[src/rtl/mips_cpu_mem_arbiter_pkg.sv]
// Shared types for the Harvard-core memory arbiter: step-sequencer states and
// the fixed byte-lane mask presented to the unified memory.
package mips_cpu_mem_arbiter_pkg;

   typedef enum logic [2:0] {
      FETCH,
      DECODE,
      DATA,
      COMMIT,
      HALT
   } arb_state_t;

   localparam logic [3:0] BYTEEN_ALL = 4'hF;

endpackage

[src/rtl/mips_cpu_wait_watchdog.sv]
// Saturating count of consecutive wait-state cycles; flags expiry on the
// cycle whose wait would bring the count up to WAIT_LIMIT.
module mips_cpu_wait_watchdog #(
   parameter int unsigned WAIT_LIMIT = 255
) (
   input  logic clk,
   input  logic reset,
   input  logic enable,
   input  logic clear,
   output logic expired
);

   localparam int unsigned   CNT_W   = (WAIT_LIMIT < 2) ? 1 : $clog2(WAIT_LIMIT + 1);
   localparam logic [CNT_W-1:0] CNT_MAX = '1;
   localparam logic [CNT_W-1:0] LIM_M1  = (WAIT_LIMIT == 0) ? '0 : CNT_W'(WAIT_LIMIT - 1);

   logic [CNT_W-1:0] r_cnt;

   always_ff @(posedge clk or negedge reset) begin
      if (!reset) begin
         r_cnt <= '0;
      end else if (clear) begin
         r_cnt <= '0;
      end else if (enable && (r_cnt != CNT_MAX)) begin
         r_cnt <= r_cnt + 1'b1;
      end
   end

   // r_cnt holds waits already seen, so this cycle's wait is number r_cnt+1.
   assign expired = (WAIT_LIMIT != 0) && enable && (r_cnt >= LIM_M1);

endmodule

[src/rtl/mips_cpu_mem_arbiter.sv]
// Multiplexes the core's instruction and data ports onto one wait-stated
// memory, one CPU step at a time, and pulses cpu_clk_enable to commit.
module mips_cpu_mem_arbiter #(
   parameter int unsigned WAIT_LIMIT = 255
) (
   input  logic        clk,
   input  logic        reset,
   input  logic        cpu_active,
   input  logic [31:0] cpu_instr_address,
   output logic [31:0] cpu_instr_readdata,
   input  logic [31:0] cpu_data_address,
   input  logic        cpu_data_read,
   input  logic        cpu_data_write,
   input  logic [31:0] cpu_data_writedata,
   output logic [31:0] cpu_data_readdata,
   output logic        cpu_clk_enable,
   output logic [31:0] mem_address,
   output logic        mem_read,
   output logic        mem_write,
   output logic [31:0] mem_writedata,
   output logic [3:0]  mem_byteenable,
   input  logic        mem_waitrequest,
   input  logic [31:0] mem_readdata,
   output logic        halted,
   output logic        error
);

   import mips_cpu_mem_arbiter_pkg::*;

   arb_state_t  r_state;
   arb_state_t  w_next;
   logic [31:0] r_instr;
   logic [31:0] r_dread;
   logic        r_error;
   logic        w_set_error;
   logic        w_req;
   logic        w_wait;
   logic        w_accept;
   logic        w_clear;
   logic        w_expired;

   // Strobes are gated by reset so they drop the instant reset asserts.
   assign mem_read  = reset && (((r_state == FETCH) && cpu_active) ||
                                ((r_state == DATA) && cpu_data_read));
   assign mem_write = reset && (r_state == DATA) && cpu_data_write;
   assign mem_address    = (r_state == DATA) ? cpu_data_address : cpu_instr_address;
   assign mem_writedata  = (r_state == DATA) ? cpu_data_writedata : '0;
   assign mem_byteenable = BYTEEN_ALL;

   assign w_req    = mem_read || mem_write;
   assign w_wait   = w_req && mem_waitrequest;
   assign w_accept = w_req && !mem_waitrequest;
   assign w_clear  = !w_wait;

   mips_cpu_wait_watchdog #(
      .WAIT_LIMIT (WAIT_LIMIT)
   ) u_watchdog (
      .clk     (clk),
      .reset   (reset),
      .enable  (w_wait),
      .clear   (w_clear),
      .expired (w_expired)
   );

   always_comb begin
      w_next      = r_state;
      w_set_error = 1'b0;
      case (r_state)
         FETCH: begin
            if (!cpu_active) begin
               w_next = HALT;
            end else if (w_accept) begin
               w_next = DECODE;
            end else if (w_expired) begin
               w_next      = HALT;
               w_set_error = 1'b1;
            end
         end
         DECODE: begin
            if (cpu_data_read && cpu_data_write) begin
               w_next      = HALT;
               w_set_error = 1'b1;
            end else if (cpu_data_read || cpu_data_write) begin
               w_next = DATA;
            end else begin
               w_next = COMMIT;
            end
         end
         DATA: begin
            // A core that withdraws its request mid-access would otherwise stall forever.
            if (!w_req) begin
               w_next      = HALT;
               w_set_error = 1'b1;
            end else if (w_accept) begin
               w_next = COMMIT;
            end else if (w_expired) begin
               w_next      = HALT;
               w_set_error = 1'b1;
            end
         end
         COMMIT:  w_next = FETCH;
         HALT:    w_next = HALT;
         default: w_next = HALT;
      endcase
   end

   always_ff @(posedge clk or negedge reset) begin
      if (!reset) begin
         r_state <= FETCH;
         r_instr <= '0;
         r_dread <= '0;
         r_error <= 1'b0;
      end else begin
         r_state <= w_next;
         if (w_set_error) begin
            r_error <= 1'b1;
         end
         if ((r_state == FETCH) && w_accept) begin
            r_instr <= mem_readdata;
         end
         if ((r_state == DATA) && w_accept && cpu_data_read) begin
            r_dread <= mem_readdata;
         end
      end
   end

   assign cpu_instr_readdata = r_instr;
   assign cpu_data_readdata  = r_dread;
   assign cpu_clk_enable     = reset && (r_state == COMMIT);
   assign halted             = (r_state == HALT);
   assign error              = r_error;

endmodule

[config.mk]
export PLATFORM = sky130hd
export DESIGN_NAME = mips_cpu_mem_arbiter
export DESIGN_NICKNAME = d
export VERILOG_FILES = /design/src/rtl/mips_cpu_mem_arbiter_pkg.sv /design/src/rtl/mips_cpu_wait_watchdog.sv /design/src/rtl/mips_cpu_mem_arbiter.sv
export SDC_FILE = /design/constraint.sdc
export NUM_CORES = 1
export LEC_CHECK = 0
export CELL_PAD_IN_SITES_DETAIL_PLACEMENT = 0
export CELL_PAD_IN_SITES_GLOBAL_PLACEMENT = 1
export CORE_MARGIN = 5
export CORE_UTILIZATION = 26
export CTS_CLUSTER_SIZE = 30
export DETAILED_ROUTE_END_ITERATION = 6
export MAX_ROUTING_LAYER = met4
export PLACE_DENSITY_LB_ADDON = 0.08
export SYNTH_ARGS = -nofsm -noshare
export SYNTH_HDL_FRONTEND = slang
export SYNTH_SLANG_ARGS = --single-unit
[constraint.sdc]
create_clock -name clk -period 2.86 [get_ports clk]
set_input_delay 0.572 -clock clk [delete_from_list [all_inputs] [get_ports clk]]
set_output_delay 0.572 -clock clk [all_outputs]
set_load 0.02 [all_outputs]
==> results of run 1 <==
==> routing by layer <==
metal  global-route usage [%]  up-vias  part of all wire [%]
li1                         -     1566                     -
met1                    17.36     1611                    38
met2                    28.81      145                    53
met3                    5.505       13                   7.2
met4                    3.522        0                   1.2
met5                        -        -                     0
==> cell usage after synthesis (4+ instances only) <==
library cell	instances	area, um^2
sky130_fd_sc_hd__buf_2	5	25.02
sky130_fd_sc_hd__and2_1	34	212.7
sky130_fd_sc_hd__mux2_4	30	450.4
sky130_fd_sc_hd__dfrtp_1	76	1902
sky130_fd_sc_hd__nor2_1	6	22.52
sky130_fd_sc_hd__or3_1	5	31.28
sky130_fd_sc_hd__buf_6	4	45.04
sky130_fd_sc_hd__inv_1	4	15.01
sky130_fd_sc_hd__mux2_1	9	101.4
sky130_fd_sc_hd__nand2_1	6	22.52
sky130_fd_sc_hd__nor3_1	5	25.02
sky130_fd_sc_hd__mux2_2	57	641.9
sky130_fd_sc_hd__buf_4	4	30.03
sky130_fd_sc_hd__a211oi_1	4	30.03
==> state kept, by name, indices dropped and copies added (netlist names) <==
register / count
u_watchdog.r_cnt: 8
r_state: 3
cpu_data_readdata: 32
cpu_instr_readdata: 32
error: 1
==> worst max-delay path by stage <==
stage,to,slack [ns],depth (start not counted)
after floorplan,mem_address[14],0.54,5
after global placement,mem_read,0.24,4
after detailed placement,mem_read,0.22,4
after CTS,mem_address[1],0.02,5
after global routing,mem_writedata[1],-0.02,5
final,mem_writedata[12],0.07,5
==> per-stage QoR <==
step,hold WS (ns),cells
detailed placement,0.4809,732
CTS,0.2628,749
global placement,0.4618,732
finish,0.2520,749
global route,0.2714,749
floorplan,0.2764,293
==> power groups by stage <==
stage	sequential [mW]	combinational, mW	clock, mW
finish	1.13	0.482	1.00
CTS	1.13	0.493	1.05
global route	1.13	0.512	1.08
floorplan	1.19	0.111	0
global placement	1.15	0.488	0
detailed placement	1.15	0.491	0
==> placed cells by master, fill, tap and decap left out, types with 2 or more instances in the layout <==
master	n
sky130_fd_sc_hd__a211oi_1	4
sky130_fd_sc_hd__a21oi_1	2
sky130_fd_sc_hd__a31oi_1	3
sky130_fd_sc_hd__and2_1	34
sky130_fd_sc_hd__buf_12	2
sky130_fd_sc_hd__buf_4	8
sky130_fd_sc_hd__clkbuf_16	9
sky130_fd_sc_hd__clkdlybuf4s50_1	231
sky130_fd_sc_hd__clkinv_2	3
sky130_fd_sc_hd__conb_1	4
sky130_fd_sc_hd__dfrtp_1	76
sky130_fd_sc_hd__dlygate4sd2_1	2
sky130_fd_sc_hd__dlymetal6s2s_1	32
sky130_fd_sc_hd__ha_1	2
sky130_fd_sc_hd__inv_1	4
sky130_fd_sc_hd__mux2_1	9
sky130_fd_sc_hd__mux2_2	57
sky130_fd_sc_hd__mux2_4	30
sky130_fd_sc_hd__nand2_1	6
sky130_fd_sc_hd__nand3_1	3
sky130_fd_sc_hd__nand4_1	2
sky130_fd_sc_hd__nor2_1	6
sky130_fd_sc_hd__nor3_1	5
sky130_fd_sc_hd__o211ai_1	2
sky130_fd_sc_hd__o21ai_0	3
sky130_fd_sc_hd__or3_1	4
==> critical path: stages (launching register included) <==
cell	delay, ns
sky130_fd_sc_hd__dfrtp_1	0.46
sky130_fd_sc_hd__nor3b_4	0.26
sky130_fd_sc_hd__buf_4	0.15
sky130_fd_sc_hd__bufbuf_16	0.27
sky130_fd_sc_hd__and2_1	0.12
sky130_fd_sc_hd__clkdlybuf4s50_1	0.62
==> timing repair <==
item,4_1_cts,5_1_grt
setup endpoints to repair,12,42
setup buffers,2,0
pin swaps,1,0
gates resized for setup,3,33
cloned,1,0
==> final cells by class <==
class	instances	area, um^2	area share (%)
Tap cell	184	230.2	3.237
Clock buffer	11	242.7	3.412
Clock inverter	3	15.01	0.2111
Sequential cell	76	1902	26.74
Inverter	4	15.01	0.2111
Multi-Input combinational cell	194	1834	25.79
Timing Repair Buffer	277	2874	40.40
==> logic make-up (layout without fill, tap and decap cells) <==
kind of cell	Yosys count	count (layout)
compound gates	21	21
xor+xnor	2	2
fa+ha+maj	2	2
buf+inv	23	295
flops	76	76
mux	96	96
other cells	1	4
simple gates	69	69
==> metrics.sh, run 1 <==
PLACE.PORT_BUFFERS=266
SYNTH_CELL_TYPE_COUNT=40
RSZ_0062_RAISED_AFTER_GLOBAL_ROUTING='yes'
GLOBALPLACE.CONGESTION=0.7821
POWER.IR.VDD_WORST_mV=0.3535
GRT-OVFL-TOTAL=0
CAP_VIOLATIONS=0
PORTION_OF_THE_POST_SYNTHESIS_AREA_USED_BY_SEQUENTIAL_ELEMENTS_PCT=48.78
CLOCK.FMAX_MHz=359.0
VIASPERCELL=4.453
CAPTURE_POINT_OF_THE_WORST_REG_TO_REG_PATH='cpu_instr_readdata[30]'
POST-LAYOUT-TOTAL-POWER_mW=2.614
MAPPEDNETLISTAREA_UM2=3899
DRT.ANTENNA.VIOLATING_NETS=0
ASYNCSETRESETFLOPFRACSYNTH_PCT=100.0
FIRST_GLOBAL_VIAS=3512
SYNTH_EDF_COUNT=0
SYNTHTOLAYOUTAREAGROWTH_PCT=82.45
CRIT_SHARE_POST_ROUTE_PCT=97.39
WORST_R2R_STARTPOINT='r_state[0]'
DRT_FIRST_ITER_VIOLATIONS=124
ANTENNA_FOUND_INITIAL=0
TIMING.FINAL.MAX_SLEW_VIOLATIONS=0
SYNTHESIS.AREA_PER_INSTANCE_UM2=13.44
PLACEABLECOREAREA_UM2=14640
CP-STARTPOINT='r_state[2]'
SYNTHXORXNORAREAFRAC_PCT=0.4493
ARITHMETIC_CELL_SHARE_OF_THE_SYNTHESIZED_AREA_COUNTING_FULL_ADDERS_HALF_ADDERS_AND_MAJORITY_GATES_PCT=0.6418
DRT-TOTAL-WL_MM=14.10
CELLLEAKAGEPOWER_nW=3.472
TIMING.CRITICAL_PATH.REQUIRED_NS=2.29
LAYOUT-DRIVE-GT1-SHARE_PCT=21.24
SETUP_WS_NS=0.07473
DRT-PASS1-ITER-COUNT=4
COMB_POWER_SHARE_PCT=18.5
HOLDBUFCOUNTCTS=0
GRT_UTIL_ALL_LAYERS_PCT=16.14
SETUP.WORST_PATH.END_CLASS='output port'
CRITICAL_PATH.MAX_FANOUT=23
PLACEMENT_ROWS=44
CRITPATHKIND='reg2out'
DR_TOTAL_VIAS=3335
CRITPATHARRIVALTIME_NS=2.21
FIRST_PASS_GRT_WIRE_LENGTH_MM=21.33
SYNTH-COMPOUND-AREA-SHARE_PCT=4.204
FINAL_CORE_UTILIZATION_PCT=48.57
MAX-CLOCK-PATH-BUFFERS=2
TRITONCTS_NUM_SINKS=76
POWER-PER-CELL-AREA_nW_PER_UM2=367.4
POST-ROUTE-CELL-AREA_UM2=7113
TIMING.CRITICAL_PATH.FROM_TYPE='register'
DP_SLACK_NS=0.2220
POST_DRT_WL_PER_CELL_UM=18.82
MAXIMUM_NUMBER_OF_PINS_ON_ONE_NET_BEFORE_GLOBAL_ROUTE_REPAIR=55
MAXSLEWHEADROOM_PCT=54.17
WORSTHOLDPATHTYPE='in2async'
SYNTH_TOP_FAMILY_BY_AREA='multiplexers'
FINALCRITICALPERIOD_NS=2.785
P_CLK_SHARE_PCT=38.4
SYNTH_FF_TYPE='sky130_fd_sc_hd__dfrtp_1'
FLOORPLAN.DIE.WIDTH_UM=132.5
CTS_MADE_BUFFERS=9
DIEAREA_UM2=17540
R2R_SETUP_SLACK_NS=0.66
INITIAL_CORE_UTIL_PCT=26.62
IOS=271
CLOCK-SKEW-FINAL_NS=0.006327
WORST_SLEW_PIN_SLEW_NS=0.6875
REG2REGPATHDEPTH=4
YS_WARN_COUNT=0
POWER_SWITCHING_mW=0.6025
ANTENNA-DIODE-COUNT=0
P_INT_mW=2.011
FINAL_TOTAL_NEGATIVE_SETUP_SLACK_NS=0
SYNTH-SIMPLE-AREA-SHARE_PCT=10.43
CTS_TREE='done'
REMAINING_DRC_ERRORS=0
SYN_INST=290
CLKTRANSATPATHREGS_NS=0.05
SYNTH_MUX_AREA_SHARE_PCT=30.62
DIEHEIGHT_UM=132.5
ROOT_BUFFER='sky130_fd_sc_hd__clkbuf_16'
POST_LAYOUT_NET_COUNT=698
SETUP_VIOLATIONS=0
DETAILED_PLACE.AREA_UM2=6720
H-TREE-DEPTH=3
POWER_SWITCHING_SHARE_PCT=23.05
POWER_FRAC_SEQ_PCT=43.2
FINAL_HOLD_VIOS=0
PLACE.DETAILED.HPWL_MM=11.00
OUTCOME='finished clean'
FILLERINSTANCES=1316
CLK_LATENCY_NS=0.33
YS_SEQ_ELEMENTS=76
Note: power is estimated with default switching activity, not from simulation.
==> run 2, diff against run 1 <==
--- a/config.mk
+++ b/config.mk
@@ -5,6 +5,7 @@
 export SDC_FILE = /design/constraint.sdc
 export NUM_CORES = 1
 export LEC_CHECK = 0
+export CAP_MARGIN = 20
 export CELL_PAD_IN_SITES_DETAIL_PLACEMENT = 0
 export CELL_PAD_IN_SITES_GLOBAL_PLACEMENT = 1
 export CORE_MARGIN = 5
==> results of run 2 <==
The final DEF is identical to that of run 1; final timing and power are the same.
==> run 3, diff against run 2 <==
--- a/config.mk
+++ b/config.mk
@@ -8,10 +8,10 @@
 export CAP_MARGIN = 20
 export CELL_PAD_IN_SITES_DETAIL_PLACEMENT = 0
 export CELL_PAD_IN_SITES_GLOBAL_PLACEMENT = 1
-export CORE_MARGIN = 5
 export CORE_UTILIZATION = 26
 export CTS_CLUSTER_SIZE = 30
 export DETAILED_ROUTE_END_ITERATION = 6
+export HOLD_SLACK_MARGIN = 0.03
 export MAX_ROUTING_LAYER = met4
 export PLACE_DENSITY_LB_ADDON = 0.08
 export SYNTH_ARGS = -nofsm -noshare
==> constraint.sdc (replaced) <==
create_clock -name clk -period 2.61 [get_ports clk]
set_input_delay 0.522 -clock clk [delete_from_list [all_inputs] [get_ports clk]]
set_output_delay 0.522 -clock clk [all_outputs]
set_load 0.02 [all_outputs]
==> run 3 against run 2 <==
Sequential power up 9%. Utilization down 0.091 points. Wire length down 9.6%. Die area down 12%. Clock-buffer cell count up 2. Setup slack better by 0.0078 ns. Critical path depth unchanged. Final area down 0.56%. First-iteration DRC count down 15%. Register-to-register slack worse by 0.16 ns. Combinational power up 6.0%. Largest power group is now clock.
==> metrics.sh, run 3 (synthesis results as in run 1) <==
OUTCOME='finished clean'
COMB_POWER_SHARE_PCT=16.7
WORST_SLEW_PIN_SLEW_NS=0.9266
CLOCK-SKEW-FINAL_NS=0.005424
DR_TOTAL_VIAS=3317
GRT-OVFL-TOTAL=0
CAP_VIOLATIONS=0
DRT-TOTAL-WL_MM=12.75
WORSTPATHCELLLIST='nor3b_4, buf_4, buf_12, mux2_2, dlygate4sd2_1'
POST_LAYOUT_NET_COUNT=700
FIRST_PASS_GRT_WIRE_LENGTH_MM=19.77
ROUTED-WL-MET2_MM=6.887
GRT_UTIL_ALL_LAYERS_PCT=16.93
PLACE.PORT_BUFFERS=266
MAX-CLOCK-PATH-BUFFERS=2
PLACEABLECOREAREA_UM2=14590
VIASPERCELL=4.405
TIMING.CRITICAL_PATH.REQUIRED_NS=2.09
POWER-PER-CELL-AREA_nW_PER_UM2=432.1
REMAINING_DRC_ERRORS=0
CELLLEAKAGEPOWER_nW=3.341
PLACEMENT_ROWS=44
PLACE.DETAILED.HPWL_MM=9.766
INITIAL_CORE_UTIL_PCT=26.72
FINAL_CORE_UTILIZATION_PCT=48.48
TIMING.CRITICAL_PATH.SLOWEST_CELL_DELAY_NS=0.46
CP-STARTPOINT='r_state[2]'
DR.MAX_LAYER_USED='met4'
POWER.IR.VDD_WORST_mV=0.3548
SETUP.WORST_PATH.END_CLASS='output port'
SYNTHTOLAYOUTAREAGROWTH_PCT=81.42
ROOT_BUFFER='sky130_fd_sc_hd__clkbuf_16'
P_INT_mW=2.379
WORST_R2R_STARTPOINT='r_state[0]'
FLOORPLAN.DIE.WIDTH_UM=124.5
CRIT_SHARE_POST_ROUTE_PCT=96.84
ANTENNA_FOUND_INITIAL=0
CRITPATHARRIVALTIME_NS=2.01
POST_DRT_WL_PER_CELL_UM=16.93
TIMING.FINAL.MAX_SLEW_VIOLATIONS=0
CLOCK.FMAX_MHz=395.6
DIEHEIGHT_UM=124.5
TIMING.CRITICAL_PATH.FROM_TYPE='register'
CTS_TREE='done'
ANTENNA-DIODE-COUNT=0
IOS=271
POWER_FRAC_SEQ_PCT=40.4
POST-LAYOUT-TOTAL-POWER_mW=3.056
CRITICAL_PATH.MAX_FANOUT=13
LAYOUT.CELLS.MOST_COMMON_LIST='sky130_fd_sc_hd__clkdlybuf4s50_1, sky130_fd_sc_hd__dfrtp_1, sky130_fd_sc_hd__dlygate4sd2_1'
LAYOUT-DRIVE-GT1-SHARE_PCT=22.14
SEQCELLAREA_UM2=1903
CRITICAL_PATH_BUF_INV_COUNT=3
FINALCRITICALPERIOD_NS=2.527
MET1_LENGTH_MM=4.839
SLOWEST_STAGE='sky130_fd_sc_hd__dfrtp_2'
TRITONCTS_NUM_SINKS=76
GLOBALPLACE.CONGESTION=0.7786
CLKTRANSATPATHREGS_NS=0.06
CRITPATHKIND='reg2out'
SETUP_VIOLATIONS=0
TIMING.HOLD.WS_NS=0.1019
FINAL_HOLD_VIOS=0
FAMILY_WITH_THE_MOST_DELAY_ON_THE_WORST_PATH='buffers and inverters'
DIEAREA_UM2=15490
POWER_SWITCHING_SHARE_PCT=22.15
MOST_COMMON_CELL_AFTER_LAYOUT_FILL_AND_TAPS_ASIDE='sky130_fd_sc_hd__clkdlybuf4s50_1'
MULTIINPUTGATEAREA_UM2=1834
POWER_SWITCHING_mW=0.6768
CTS_MADE_BUFFERS=9
FIRST_GLOBAL_VIAS=3375
CLK_LATENCY_NS=0.33
MAXSLEWHEADROOM_PCT=38.23
MAXIMUM_NUMBER_OF_PINS_ON_ONE_NET_BEFORE_GLOBAL_ROUTE_REPAIR=73
FILLERINSTANCES=1330
DRT_FIRST_ITER_VIOLATIONS=106
DRT.ANTENNA.VIOLATING_NETS=0
H-TREE-DEPTH=3
WORSTHOLDPATHTYPE='in2async'
DRT-PASS1-ITER-COUNT=4
MET3WIRELENGTH_UM=787
P_CLK_SHARE_PCT=42.9
==> run 3: path summary, 6_finish.rpt <==
path | to | depth (start not counted) | slack, ns
worst max-delay path | mem_address[26] | 5 | 0.08
worst min-delay path | r_state[0] | 2 | 0.10
worst max register to register | cpu_instr_readdata[24] | 4 | 0.50
worst min register to register | error | 1 | 0.49
max in group asynchronous | cpu_instr_readdata[17] | 3 | 1.39
min in group clk | error | 1 | 0.49
==> run 3: per-layer routing <==
| layer | vias up | global-route usage [%] |
|---|---|---|
| li1 | 1574 | - |
| met1 | 1590 | 17.96 |
| met2 | 139 | 30.48 |
| met3 | 14 | 4.596 |
| met4 | 0 | 5.032 |
| met5 | - | - |
==> run 3: through the flow <==
stage | setup slack (ns) | instance area (um^2) | TNS (ns) | cells
3_3_place_gp | 0.1635 | 6740 | 0 | 733
6_report | 0.08251 | 7073 | 0 | 753
3_5_place_dp | 0.1320 | 6740 | 0 | 733
2_1_floorplan | 0.3396 | 3910 | 0 | 293
5_1_grt | -0.001694 | 7073 | -0.002331 | 753
4_1_cts | 0.01981 | 7042 | 0 | 752
==> run 3: power by group through the flow <==
stage / registers (mW) / clock network, mW / logic (mW)
floorplan: 1.30 / 0 / 0.122
global placement: 1.25 / 0 / 0.530
detailed placement: 1.26 / 0 / 0.535
CTS: 1.24 / 1.35 / 0.518
global route: 1.24 / 1.41 / 0.542
finish: 1.23 / 1.31 / 0.511
==> run 3: timing repair <==
item,4_1_cts,5_1_grt
gates cloned,1,1
hold buffers,0,0
endpoints found under the setup margin,64,22
gates resized for setup,65,3
setup buffers,2,0
pin swaps,1,0
==> run 3: area by class of cell <==
class	count	area share [%]
clock buffers	13	3.963
clock inverters	3	0.6015
inverters	4	0.2123
multi-input cells	194	25.93
flip-flops and latches	76	26.91
well taps	184	3.255
repair buffers	279	39.13
